--- src/rtl/ft6_read.sv ---
`default_nettype none
// ============================================================================
//  Module   : ft6_read
//  Purpose  : Host->FPGA receive path of the FT601 32-bit 245-synchronous
//             FIFO bus. Drives OE_N/RD_N to drain words offered on RXF_N,
//             buffers them in a DEPTH-word first-word-fall-through FIFO and
//             presents them on a valid/ready stream.
//  Ports    : ft6_clk, rst_n          clock / async active-low reset
//             ft6_rxf_n               FT601 has data (active low)
//             ft6_data_in, ft6_be_in  FT601 bus, input half
//             ft6_oe_n, ft6_rd_n      registered bus controls (active low)
//             out_data, out_be        head-of-FIFO word / byte enables
//             out_valid, out_ready    downstream handshake
//             level                   words currently buffered
//             rx_count                words captured from the FT601 (wraps)
//             ovf                     sticky overflow flag
//  Revision : 1.0  initial release
// ============================================================================
module ft6_read #(
  parameter int DEPTH     = 8,
  parameter int RD_MARGIN = 2,
  parameter int DW        = 32
) (
  input  logic                       ft6_clk,
  input  logic                       rst_n,
  input  logic                       ft6_rxf_n,
  input  logic [DW-1:0]              ft6_data_in,
  input  logic [DW/8-1:0]            ft6_be_in,
  output logic                       ft6_oe_n,
  output logic                       ft6_rd_n,
  output logic [DW-1:0]              out_data,
  output logic [DW/8-1:0]            out_be,
  output logic                       out_valid,
  input  logic                       out_ready,
  output logic [$clog2(DEPTH):0]     level,
  output logic [31:0]                rx_count,
  output logic                       ovf
);

  localparam int BEW = DW / 8;
  localparam int AW  = $clog2(DEPTH);
  localparam int LW  = AW + 1;
  localparam int FW  = DW + BEW;

  localparam logic [LW-1:0] C_LVL_FULL  = LW'(DEPTH);
  // free >= RD_MARGIN  <=>  level <= DEPTH - RD_MARGIN
  localparam logic [LW-1:0] C_LVL_LIMIT = LW'(DEPTH - RD_MARGIN);

  typedef enum logic [1:0] {
    ST_IDLE = 2'd0,
    ST_OE   = 2'd1,
    ST_READ = 2'd2,
    ST_TURN = 2'd3
  } state_t;

  state_t          r_state;
  state_t          w_state_nxt;
  logic            r_oe_n;
  logic            r_rd_n;

  logic [FW-1:0]   r_mem [DEPTH];
  logic [AW-1:0]   r_wr_ptr;
  logic [AW-1:0]   r_rd_ptr;
  logic [LW-1:0]   r_level;
  logic [31:0]     r_rx_count;
  logic            r_ovf;

  logic            w_room;
  logic            w_push;
  logic            w_pop;
  logic            w_full;
  logic            w_wr_en;

  assign w_room  = (r_level <= C_LVL_LIMIT);
  // Capture uses the registered strobe, so a push lands exactly on edges
  // where the FT601 saw RD_N low together with its own RXF_N low.
  assign w_push  = !r_rd_n && !ft6_rxf_n;
  assign w_pop   = (r_level != '0) && out_ready;
  assign w_full  = (r_level == C_LVL_FULL);
  // A full FIFO can still take a word when the head leaves on the same edge.
  assign w_wr_en = w_push && (!w_full || w_pop);

  // --------------------------------------------------------------------------
  // Bus control FSM
  // --------------------------------------------------------------------------
  always_comb begin
    w_state_nxt = r_state;
    case (r_state)
      ST_IDLE: if (!ft6_rxf_n && w_room) w_state_nxt = ST_OE;
      ST_OE:   w_state_nxt = ST_READ;
      ST_READ: if (ft6_rxf_n || !w_room) w_state_nxt = ST_TURN;
      ST_TURN: w_state_nxt = ST_IDLE;
      default: w_state_nxt = ST_IDLE;
    endcase
  end

  // OE_N/RD_N are decoded from the next state so they are glitch-free
  // flops that always match the state register.
  always_ff @(posedge ft6_clk or negedge rst_n) begin
    if (!rst_n) begin
      r_state <= ST_IDLE;
      r_oe_n  <= 1'b1;
      r_rd_n  <= 1'b1;
    end else begin
      r_state <= w_state_nxt;
      r_oe_n  <= (w_state_nxt == ST_IDLE);
      r_rd_n  <= (w_state_nxt != ST_READ);
    end
  end

  // --------------------------------------------------------------------------
  // FWFT FIFO
  // --------------------------------------------------------------------------
  // Storage needs no reset: contents are only visible while level != 0.
  always_ff @(posedge ft6_clk) begin
    if (w_wr_en) begin
      r_mem[r_wr_ptr] <= {ft6_be_in, ft6_data_in};
    end
  end

  always_ff @(posedge ft6_clk or negedge rst_n) begin
    if (!rst_n) begin
      r_wr_ptr   <= '0;
      r_rd_ptr   <= '0;
      r_level    <= '0;
      r_rx_count <= '0;
      r_ovf      <= 1'b0;
    end else begin
      if (w_wr_en) r_wr_ptr <= r_wr_ptr + 1'b1;
      if (w_pop)   r_rd_ptr <= r_rd_ptr + 1'b1;
      case ({w_wr_en, w_pop})
        2'b10:   r_level <= r_level + 1'b1;
        2'b01:   r_level <= r_level - 1'b1;
        default: r_level <= r_level;
      endcase
      if (w_push) r_rx_count <= r_rx_count + 32'd1;
      if (w_push && w_full && !w_pop) r_ovf <= 1'b1;
    end
  end

  assign {out_be, out_data} = r_mem[r_rd_ptr];
  assign out_valid          = (r_level != '0);
  assign level              = r_level;
  assign rx_count           = r_rx_count;
  assign ovf                = r_ovf;
  assign ft6_oe_n           = r_oe_n;
  assign ft6_rd_n           = r_rd_n;

endmodule
`default_nettype wire

--- config.mk ---
export PLATFORM = sky130hd
export DESIGN_NAME = ft6_read
export DESIGN_NICKNAME = d
export VERILOG_FILES = /design/src/rtl/ft6_read.sv
export SDC_FILE = /design/constraint.sdc
export NUM_CORES = 1
export LEC_CHECK = 0
export CAP_MARGIN = 0
export CORE_MARGIN = 2
export CORE_UTILIZATION = 25
export DETAILED_ROUTE_END_ITERATION = 10
export GPL_ROUTABILITY_DRIVEN = 0
export GPL_TIMING_DRIVEN = 1
export PLACE_DENSITY_LB_ADDON = 0.2
export SLEW_MARGIN = 20
export SYNTH_ARGS = -nofsm -noshare
export SYNTH_HDL_FRONTEND = slang
export SYNTH_SLANG_ARGS = --single-unit
--- constraint.sdc ---
create_clock -name ft6_clk -period 10.73 [get_ports ft6_clk]
set_clock_uncertainty 0.1 [all_clocks]
set_input_delay 1.073 -clock ft6_clk [delete_from_list [all_inputs] [get_ports ft6_clk]]
set_output_delay 1.073 -clock ft6_clk [all_outputs]
set_load 0.02 [all_outputs]
-- Word level (Yosys, flattened, before mapping)
Memories as Yosys holds them, arrays and structs flattened.
Cells that the tools add are included.
- word-level logic and storage cells: 45
- memories: 1
- output and inout port bits: 76
- bits in registers: 47
- bits of input ports: 40
- bits in writable memories: 288
- reduce and logical (&&, ||, !) cells: 17
- mux-type cells: 6
- $lt $le $gt $ge: 1
- $add $sub $neg: 5
- equality and inequality tests: 7
- memory list (memory ; words ; bits a word ; read ports ; clocked after Yosys merged registers in ; wr ports ; RTL line ; source):
    r_mem ; 8 ; 36 ; 1 ; 0 ; 1 ; 61 ; logic [FW-1:0] r_mem [DEPTH];
- operators with widths (kind ; number):
    $add A32 B1 Y32 const B ; 1
    $pmux W2 S4 ; 1
    $pmux W4 S2 ; 1
    $add A3 B1 Y3 const B ; 2
    $eq A2 B2 Y1 const B ; 3
    $logic_and A1 B1 Y1 ; 6
    $logic_not A1 Y1 ; 5
    $add A4 B1 Y4 const B ; 1
    $eq A2 B1 Y1 const B ; 2
    $eq A4 B4 Y1 const B ; 1
    $le A4 B3 Y1 const B ; 1
    $logic_not A2 Y1 ; 2
    $mux W2 ; 2
    $reduce_bool A4 Y1 ; 1
    $sub A4 B1 Y4 const B ; 1
    $logic_or A1 B1 Y1 ; 2
    $mux W1 ; 2
    $ne A2 B2 Y1 const B ; 1
    $reduce_bool A2 Y1 ; 1

-- Logic depth before layout (Yosys ltp)
Gate-level depths: netlist (run 1).
- word-level depth: 6
- depth in mapped cells: 8
- gate-level depth less buffers: 7

-- Worst setup path before layout (run 1)
No wires, ideal clock.
- path kind: input -> register
- from: input ft6_rxf_n
- to: memory r_mem[0][0] (netlist name), enable pin
- cell stages on the path: 4
- required time: 10111 ps
- path slack: 4890 ps
- buffers on the path: 1
- data arrival time: 5220 ps
- setup time: 519 ps
- path through: nor2_1 clkbuf_1 o21ai_0 nor4_1
- longest elaborated chain between the ends: 5
- RTL lines (item ; RTL line ; source):
    start: declaration ; 26 ; input logic ft6_rxf_n,
    $logic_not A1 Y1 ; 77 ; assign w_push = !r_rd_n && !ft6_rxf_n;
    $logic_and A1 B1 Y1 ; 77 ;
    $logic_and A1 B1 Y1 ; 81 ; assign w_wr_en = w_push && (!w_full || w_pop);
    $mux W1 ; 116 ; if (w_wr_en) begin
    $mux W1 (not written as such) ; 117 ; r_mem[r_wr_ptr] <= {ft6_be_in, ft6_data_in};
    end: declaration ; 61 ;
No other way between the ends.

-- Worst setup path in the final report (run 1)
- from: register r_rd_ptr[0]
- to: output out_data[28]
- longest elaborated chain between the ends: 1
- RTL lines (item ; RTL line ; source):
    start: declaration ; 63 ; logic [AW-1:0] r_rd_ptr;
    start signal: assignment ; 130 ; if (w_pop) r_rd_ptr <= r_rd_ptr + 1'b1;
    $mem_v2 Z8 W36 ; -- ;
    end: declaration ; 31 ; output logic [DW-1:0] out_data,
No other way between the ends.

==> flow_summary.rst, run 1 <==
.. list-table::
   :header-rows: 1

   * - Metric
     - Value
   * - Post-Synthesis Cell Area
     - 13,100 um^2
   * - Clock buffer count from CTS
     - 39
   * - Highest net fanout along the worst path
     - 47
   * - Maximum clock insertion buffer count
     - 3
   * - Routed wire length
     - 29,800 um
   * - Sinks on the clock net
     - 335
   * - Clock-pin transition on the worst setup and hold timing paths
     - 0.06 ns
   * - Area Growth Syn to Fin
     - 24.7%
   * - Sum of negative setup slack
     - 0 ns
   * - Sequential fraction of the synthesis area
     - 74.9%
   * - Area of all placed cells without fillers
     - 16,400 um^2
   * - Flop-to-flop setup slack
     - 7.74 ns
   * - Clock network latency to the later pin of the worst-skew pair
     - 0.55 ns
   * - Top_reg_cell synth
     - sky130_fd_sc_hd__edfxtp_1
   * - Flip-flop and latch count after synthesis
     - 335
   * - Die Span X
     - 233 um
   * - WHS
     - 0.362 ns
   * - Clock tree from TritonCTS
     - done
   * - Outcome
     - complete, no violations
   * - Number of buffers inserted for hold repair after clock tree synthesis
     - 0
   * - Site Rows
     - 83
   * - Layout cell share with drive strength beyond 1
     - 25.9%
   * - Clock root buffer
     - sky130_fd_sc_hd__clkbuf_16
   * - Syn Inst Count
     - 637
   * - Total cell area at the placement stage
     - 15,200 um^2
   * - Total of endpoints with negative setup slack in the final report
     - 0
   * - DRT iter0 DRCs
     - 332
   * - I/O pins
     - 116
   * - Htree depth
     - 2
   * - Die span in y
     - 233 um
   * - Kind of end point of the critical path
     - output pin
   * - Final critical-path required period
     - 4.97 ns
   * - Required time of the critical path
     - 9.56 ns
   * - Leak
     - 5.36 nW
   * - Yosys warnings
     - 0
   * - Via count of the first global-routing pass
     - 6,798
   * - Number of antenna violations at the first check in global routing
     - 2
   * - Post-synthesis async set-or-reset flop share
     - 14.0%
   * - Total power divided by cell area
     - 253 nW/um^2
   * - Wire length per cell after detailed routing
     - 20.0 um
   * - Total global-route track usage
     - 11.1%
   * - DRC violation count after routing
     - 0
   * - Number of maximum-capacitance violations
     - 0
   * - Slew Viols, Final
     - 0
   * - Critical Path Start Type
     - flop
   * - Worst hold path stage count
     - 1
   * - Fin. Hold Viols
     - 0
   * - Final net count
     - 826
   * - Initial DRT Pass Iterations
     - 6
   * - Routed vias/inst
     - 4.31
   * - Global-route congestion overflow total
     - 0
   * - Post-CTS resize count
     - 0
   * - Slew headroom
     - 33.3%
   * - Transition time of the tightest slew-check pin
     - 1.00 ns
   * - Total die area
     - 54,300 um^2
   * - Worst r2r path cells
     - 4
   * - Vias after detailed routing
     - 6,424
   * - HPWL Detailed
     - 15,900 um
   * - Number of flops mapped to enable cells by yosys
     - 288
   * - Mapped Nets
     - 683
   * - Peak ir drop on the vdd network
     - 0.143 mV
   * - Number of different library cells in the post-synthesis netlist
     - 44
   * - Largest net degree at the start of global routing
     - 53
   * - Arr. time, crit path
     - 3.80 ns
   * - Initial core utilization
     - 25.4%
   * - Port Buffer Count
     - 115
   * - Class of the most critical setup path
     - reg2out
   * - Wire length of the first global-routing pass
     - 44,100 um
   * - Post-CTS Repair Setup Buffers
     - 0
   * - Worst min-delay path class
     - reg2reg
   * - Final ANT Viol Nets
     - 0
   * - Post-Syn Area per Cell
     - 20.6 um^2
   * - Achievable Freq
     - 201 MHz
   * - Part of the cycle the worst path needs
     - 46.3%
   * - Core Region
     - 51,600 um^2
   * - Unrepaired setup endpoints after global routing
     - false
[metrics by stage]
stage / std cells / worst slack, ns / util [%] / power (mW)
CTS: 1488 / 5.58 / 31.7 / 4.24
finish: 1489 / 5.76 / 31.7 / 4.15
global placement: 1419 / 6.20 / 29.4 / 2.96
global route: 1488 / 5.43 / 31.7 / 4.36
floorplan: 637 / 4.89 / - / 2.45
detailed placement: 1419 / 6.19 / 29.4 / 2.96
[path summary, 6_finish.rpt]
kind                        startpoint      endpoint
hold reg to reg            r_rd_ptr[2]   r_rd_ptr[2]
max in group asynchronous        rst_n   r_rd_ptr[1]
setup reg to reg              ft6_rd_n  r_mem[0][17]
min in group asynchronous        rst_n  rx_count[31]
hold / removal             r_rd_ptr[2]   r_rd_ptr[2]
setup / recovery           r_rd_ptr[0]  out_data[28]
[layer usage]
layer | wire length, um | GRT usage (%)
met2 | 13400 | 17.0
met4 | 720 | 4.16
met3 | 1710 | 2.95
met5 | 27 | 0
met1 | 14000 | 15.0
[logic make-up (layout without fill, tap and decap cells)]
family                   Yosys count  after routing  share of synthesized area (%)
AND/OR/NAND/NOR                   93             93                           4.19
AO/OA/AOI/OAI                     13             13                          0.677
other                              0              1                              0
multiplexers                     112            112                           15.8
XOR/XNOR                          40             40                           2.67
adder cells (fa/ha/maj)            6              6                          0.572
flip-flops                       335            335                           74.9
buffers and inverters             38            209                           1.24
[area by class of cell]
class,count,area (um^2)
timing repair buffer,131,1270
tap,680,851
sequential,335,9840
clock inverter,18,151
fill,4960,35200
clock buffer,51,1040
inverter,9,33.8
antenna,1,2.50
multi-input combinational,264,3180
[report_power, final]
part | switching [mW] | internal, mW | leakage (nW)
combinational | 0.603 | 0.642 | 1.59
sequential | 0.118 | 1.53 | 3.19
clock | 0.518 | 0.733 | 0.576
total | 1.24 | 2.91 | 5.36
[Yosys cell counts (all sizes together), types with 2 or more instances]
cell type	count	area share, %
and3	5	0.27
mux4	72	12
clkbuf	18	0.52
nor4	7	0.45
nand3	15	0.67
and4	2	0.14
edfxtp	288	66
nand2	18	0.51
or2	2	0.095
nand4	6	0.33
nor2	14	0.40
inv	9	0.26
xor2	19	1.3
or4	2	0.14
a21oi	4	0.15
a31oi	2	0.095
nand2b	3	0.14
mux2	39	3.3
nor3	16	0.80
xnor2	21	1.4
buf	11	0.46
dfstp	2	0.40
o21ai	2	0.076
ha	6	0.57
dfrtp	45	8.6
[layout by cell type (no fill, tap or decap), types with 16 or more instances in the layout]
| cell | n |
|---|---|
| sky130_fd_sc_hd__clkdlybuf4s50_1 | 114 |
| sky130_fd_sc_hd__buf_4 | 16 |
| sky130_fd_sc_hd__mux2_2 | 39 |
| sky130_fd_sc_hd__dfrtp_1 | 42 |
| sky130_fd_sc_hd__nand2_1 | 18 |
| sky130_fd_sc_hd__clkbuf_16 | 40 |
| sky130_fd_sc_hd__xor2_1 | 19 |
| sky130_fd_sc_hd__mux4_2 | 72 |
| sky130_fd_sc_hd__edfxtp_1 | 288 |
| sky130_fd_sc_hd__xnor2_1 | 21 |
[critical path: stages (launching register included)]
cell and delay, ns:
sky130_fd_sc_hd__dfrtp_4 0.83, sky130_fd_sc_hd__buf_4 0.88, sky130_fd_sc_hd__mux4_2 0.62, sky130_fd_sc_hd__mux2_2 0.27
sky130_fd_sc_hd__clkdlybuf4s50_1 0.62
[state kept, by name, summed over array words and instances (netlist names)]
| signal | flops |
|---|---|
| r_mem | 288 |
| rx_count | 32 |
| level | 4 |
| r_rd_ptr | 3 |
| r_wr_ptr | 3 |
| r_state | 2 |
| ft6_oe_n | 1 |
| ft6_rd_n | 1 |
| ovf | 1 |
No activity file was read; power rests on OpenSTA's default activity.
==> run 2: changes to the inputs <==
clock period = 4.1 ns   (was 10.73 ns; I/O delays follow)
==> run 2 against run 1 <==
Compared with the run above:
- register-to-register slack got worse by 6.4 ns
- worst setup slack got worse by 5.3 ns
- wire length shrank 1.6%
- via count is 0.17% lower
- worst hold slack improved by 0.018 ns
- die area unchanged
- final area grew 1.0%
- combinational power rose to 2.7 times the previous value
- final cell count about the same
- clock power rose to 2.6 times the previous value
- first-iteration DRC count up 10%
- critical path depth did not move
- critical path type unchanged
- largest power group unchanged
==> flow_summary.rst, run 2 (synthesis gave the netlist of run 1 again) <==
.. list-table::
   :header-rows: 1

   * - Metric
     - Value
   * - Site Rows
     - 83
   * - CP endpoint
     - out_data[0]
   * - WHS
     - 0.380 ns
   * - Layout cell share with drive strength beyond 1
     - 26.2%
   * - Clock tree from TritonCTS
     - done
   * - Slew headroom
     - 33.2%
   * - Leak
     - 5.42 nW
   * - Port Buffer Count
     - 115
   * - Most common library cell in the layout ignoring fill and taps
     - sky130_fd_sc_hd__edfxtp_1
   * - Clock network latency to the later pin of the worst-skew pair
     - 0.55 ns
   * - Class of the most critical setup path
     - reg2out
   * - Sinks on the clock net
     - 335
   * - Final setup margin
     - 0.479 ns
   * - Sum of negative setup slack
     - 0 ns
   * - Required time of the critical path
     - 3.59 ns
   * - Total of endpoints with negative setup slack in the final report
     - 0
   * - Final ANT Viol Nets
     - 0
   * - Slew Viols, Final
     - 0
   * - Worst slack at placement
     - 0.833 ns
   * - Uppermost layer routed
     - met5
   * - HPWL Detailed
     - 16,400 um
   * - Number of maximum-capacitance violations
     - 0
   * - Clock-pin transition on the worst setup and hold timing paths
     - 0.06 ns
   * - Final net count
     - 830
   * - Kind of end point of the critical path
     - output pin
   * - Detail Route met3 WL
     - 1900 um
   * - Vias after detailed routing
     - 6,413
   * - Total cell area at the placement stage
     - 15,300 um^2
   * - DRC violation count after routing
     - 0
   * - Routed wire length
     - 29,300 um
   * - Routed vias/inst
     - 4.30
   * - Core Util, Final
     - 32.0%
   * - Via count of the first global-routing pass
     - 7,110
   * - Area Growth Syn to Fin
     - 26.0%
   * - Final critical-path required period
     - 3.62 ns
   * - Total global-route track usage
     - 11.0%
   * - Number of instances in the placed design
     - 1,422
   * - Total die area
     - 54,300 um^2
   * - Clock buffer count from CTS
     - 39
   * - Post-CTS resize count
     - 0
   * - Die Span X
     - 233 um
   * - Fin. Hold Viols
     - 0
   * - Worst min-delay path class
     - reg2reg
   * - Number of antenna violations at the first check in global routing
     - 5
   * - Core Region
     - 51,600 um^2
   * - Peak ir drop on the vdd network
     - 0.333 mV
   * - Most flops, register
     - r_mem
   * - Met2 layer wire length in the routed design
     - 13,800 um
   * - RR Startpoint
     - level[1]
   * - Unrepaired setup endpoints after global routing
     - false
   * - Antenna fix cells
     - 0
   * - Fill cells
     - 4,916
   * - Worst setup path start
     - r_rd_ptr[0]
   * - Outcome
     - complete, no violations
   * - DRT iter0 DRCs
     - 366
   * - Wire length per cell after detailed routing
     - 19.7 um
   * - I/O pins
     - 116
   * - Wire length of the first global-routing pass
     - 44,500 um
   * - Commonest cells after routing, fill and taps aside
     - 288 x sky130_fd_sc_hd__edfxtp_1, 114 x sky130_fd_sc_hd__clkdlybuf4s50_1, 72 x sky130_fd_sc_hd__mux4_2
   * - Maximum clock insertion buffer count
     - 3
   * - Largest net degree at the start of global routing
     - 66
   * - Part of the cycle the worst path needs
     - 88.3%
   * - Fin cells
     - 1,490
   * - Die span in y
     - 233 um
   * - Initial core utilization
     - 25.4%
   * - Arr. time, crit path
     - 3.11 ns
   * - Number of flip-flops in the largest register
     - 288
   * - Area of all placed cells without fillers
     - 16,500 um^2
   * - Worst r2r path cells
     - 5
   * - Transition time of the tightest slew-check pin
     - 0.991 ns
   * - Post-route total power
     - 11.0 mW
   * - Htree depth
     - 2
   * - Total power divided by cell area
     - 663 nW/um^2
   * - R2R Path End
     - r_mem[7][26]
   * - Clock root buffer
     - sky130_fd_sc_hd__clkbuf_16
   * - Highest net fanout along the worst path
     - 30
   * - Achievable Freq
     - 276 MHz
   * - Global-route congestion overflow total
     - 0
   * - Worst hold path stage count
     - 1
   * - Flop-to-flop setup slack
     - 1.39 ns
   * - Initial DRT Pass Iterations
     - 5
   * - Met1 routed wirelength after detailed routing
     - 12,900 um
   * - Critical Path Start Type
     - flop
-- run 2: changes by cell type in the layout (fill, tap and decap cells not counted), sizes merged --
cell	before	now
dlygate4sd3	0	1
clkinvlp	2	0
buf	17	20
diode	1	0
-- run 2: power breakdown --
part           total [mW]  switching, mW  internal, mW
Combinational        3.32           1.56          1.76
Sequential           4.36          0.351          4.01
Clock                3.28           1.35          1.93
-- run 2: layout make-up --
cell class	instances	area, um^2	share of cell area (%)
clock buffer	51	1050	6.36
clock inverter	16	138	0.832
inverter	9	33.8	0.204
multi-input combinational	264	3200	19.4
sequential	335	9840	59.5
tap	680	851	5.15
timing repair buffer	135	1420	8.61
-- run 2: worst min-delay path by stage --
stage | startpoint | end | slack, ns
floorplan | rst_n | level[0] | 0.01
CTS | rx_count[31] | rx_count[31] | 0.39
global route | rx_count[31] | rx_count[31] | 0.39
global placement | ovf | ovf | 0.37
detailed placement | rx_count[31] | rx_count[31] | 0.37
finish | rx_count[31] | rx_count[31] | 0.38
-- run 2: worst max-delay path, cell delays in order (launching register included) --
cell,delay [ns]
sky130_fd_sc_hd__dfrtp_4,0.84
sky130_fd_sc_hd__buf_4,0.32
sky130_fd_sc_hd__mux4_2,0.50
sky130_fd_sc_hd__mux2_2,0.32
sky130_fd_sc_hd__clkdlybuf4s50_1,0.56
-- run 2: timing repair --
item | in CTS | in global routing
endpoints found under the setup margin | 0 | 0
hold endpoints to repair | 33 | 0
buffers inserted | 0 | 0
hold buffers | 1 | 0
-- run 2: layer usage --
metal | vias to the layer above | GRT usage [%]
met5 | - | 0
met1 | 3323 | 14.1
li1 | 2870 | -
met2 | 148 | 17.7
met3 | 62 | 3.83
met4 | 10 | 3.14
==> run 3: changes to the inputs <==
clock period = 3 ns   (was 4.1 ns; I/O delays follow)
==> run 3 against run 2 <==
Compared with the run above:
- register-to-register slack lost 0.66 ns
- worst setup slack got worse by 0.39 ns
- critical path depth increased by 1
- sequential cell count did not move
- die area unchanged
- clock-buffer cell count is 1 lower
- via count increased by 0.55%
- non-clock buffer count grew 25
- final area rose by 2.5%
- largest power group unchanged
- highest routed layer unchanged
==> flow_summary.rst, run 3 (synthesis gave the netlist of run 1 again) <==
.. list-table::
   :header-rows: 1

   * - Metric
     - Value
   * - Clock buffer count from CTS
     - 38
   * - WHS
     - 0.0617 ns
   * - Clock root buffer
     - sky130_fd_sc_hd__clkbuf_16
   * - Final critical-path required period
     - 2.92 ns
   * - Final net count
     - 854
   * - Required time of the critical path
     - 2.60 ns
   * - Final ANT Viol Nets
     - 0
   * - Number of flip-flops in the largest register
     - 288
   * - Antenna fix cells
     - 0
   * - R2R Path End
     - level[1]
   * - Largest net degree at the start of global routing
     - 58
   * - Number of maximum-capacitance violations
     - 0
   * - I/O pins
     - 116
   * - Slew Viols, Final
     - 0
   * - Highest net fanout along the worst path
     - 12
   * - Clock-pin transition on the worst setup and hold timing paths
     - 0.06 ns
   * - Site Rows
     - 83
   * - Wire length per cell after detailed routing
     - 20.2 um
   * - Unrepaired setup endpoints after global routing
     - true
   * - Class of the most critical setup path
     - reg2out
   * - Most flops, register
     - r_mem
   * - Fin. Hold Viols
     - 0
   * - HPWL Detailed
     - 17,800 um
   * - Achievable Freq
     - 343 MHz
   * - Transition time of the tightest slew-check pin
     - 0.784 ns
   * - Fin cells
     - 1,514
   * - Htree depth
     - 2
   * - Routed vias/inst
     - 4.26
   * - Peak ir drop on the vdd network
     - 0.469 mV
   * - Post-route total power
     - 15.3 mW
   * - Kind of end point of the critical path
     - output pin
   * - Wire length of the first global-routing pass
     - 45,600 um
   * - Area Growth Syn to Fin
     - 29.1%
   * - Total power divided by cell area
     - 901 nW/um^2
   * - Vias after detailed routing
     - 6,448
   * - Part of the cycle the worst path needs
     - 97.2%
   * - Worst slack at placement
     - 0.304 ns
   * - Most common library cell in the layout ignoring fill and taps
     - sky130_fd_sc_hd__edfxtp_1
   * - Layout cell share with drive strength beyond 1
     - 29.3%
   * - Total cell area at the placement stage
     - 15,500 um^2
   * - DRT iter0 DRCs
     - 290
   * - Die Span X
     - 233 um
   * - Die span in y
     - 233 um
   * - Initial DRT Pass Iterations
     - 4
   * - Critical Path Start Type
     - flop
   * - Flop-to-flop setup slack
     - 0.73 ns
   * - Global-route congestion overflow total
     - 0
   * - Worst r2r path cells
     - 7
   * - Final setup margin
     - 0.0840 ns
   * - CP endpoint
     - out_data[28]
   * - Number of instances in the placed design
     - 1,436
   * - Clock tree from TritonCTS
     - done
   * - Commonest cells after routing, fill and taps aside
     - 288 x sky130_fd_sc_hd__edfxtp_1, 78 x sky130_fd_sc_hd__clkdlybuf4s50_1, 72 x sky130_fd_sc_hd__mux4_2
   * - Slew headroom
     - 47.3%
   * - Worst setup path start
     - r_rd_ptr[0]
   * - Routed wire length
     - 30,600 um
   * - Area of all placed cells without fillers
     - 16,900 um^2
   * - Core Util, Final
     - 32.8%
   * - Number of antenna violations at the first check in global routing
     - 3
   * - Maximum clock insertion buffer count
     - 3
   * - Initial core utilization
     - 25.4%
   * - Sinks on the clock net
     - 335
   * - Via count of the first global-routing pass
     - 7,051
   * - Leak
     - 5.84 nW
   * - Total of endpoints with negative setup slack in the final report
     - 0
   * - RR Startpoint
     - level[1]
   * - Outcome
     - complete, no violations
   * - Total global-route track usage
     - 11.4%
   * - Core Region
     - 51,600 um^2
   * - DRC violation count after routing
     - 0
   * - Worst min-delay path class
     - in2async
   * - Sum of negative setup slack
     - 0 ns
   * - Total die area
     - 54,300 um^2
   * - Arr. time, crit path
     - 2.52 ns
   * - Clock network latency to the later pin of the worst-skew pair
     - 0.54 ns
   * - Port Buffer Count
     - 115
run 3: layout make-up:
cell class	instances	area, um^2
fill	4927	34700
sequential	335	9840
multi-input combinational	264	3220
timing repair buffer	160	1790
clock buffer	50	1050
tap	680	851
clock inverter	16	173
inverter	9	33.8
run 3: critical path: stages, from the launching register on:
cell,delay [ns]
sky130_fd_sc_hd__dfrtp_4,0.48
sky130_fd_sc_hd__buf_4,0.14
sky130_fd_sc_hd__clkbuf_16,0.19
sky130_fd_sc_hd__mux4_2,0.51
sky130_fd_sc_hd__mux2_2,0.30
sky130_fd_sc_hd__clkdlybuf4s15_1,0.35
run 3: how the worst min path moves through the flow:
stage                         to  startpoint
finish              rx_count[22]       rst_n
detailed placement  rx_count[31]       rst_n
CTS                 rx_count[22]       rst_n
global placement    rx_count[31]       rst_n
floorplan               level[0]       rst_n
global route        rx_count[22]       rst_n
run 3: metal layers:
layer  global-route usage [%]  part of all wire, %  vias up
met2                     18.3                   47      129
met5                        0                 0.14        -
met3                     3.09                  5.0       51
met4                     3.92                  2.4        6
met1                     14.8                   45     3341
li1                         -                    -     2921
run 3: where the power goes:
group | switching, mW | total (mW) | internal (mW)
clock | 1.83 | 4.55 | 2.72
sequential | 0.286 | 5.77 | 5.48
combinational | 2.45 | 4.96 | 2.51
run 3: repair_timing:
action                                  in CTS  in global routing
pin swaps                                    0                  0
gates cloned                                 0                  3
endpoints found under the hold margin       45                  0
hold buffers                                 1                  0
gates resized for setup                     16                 34
setup buffers                                0                  8
endpoints found under the setup margin      36                 26
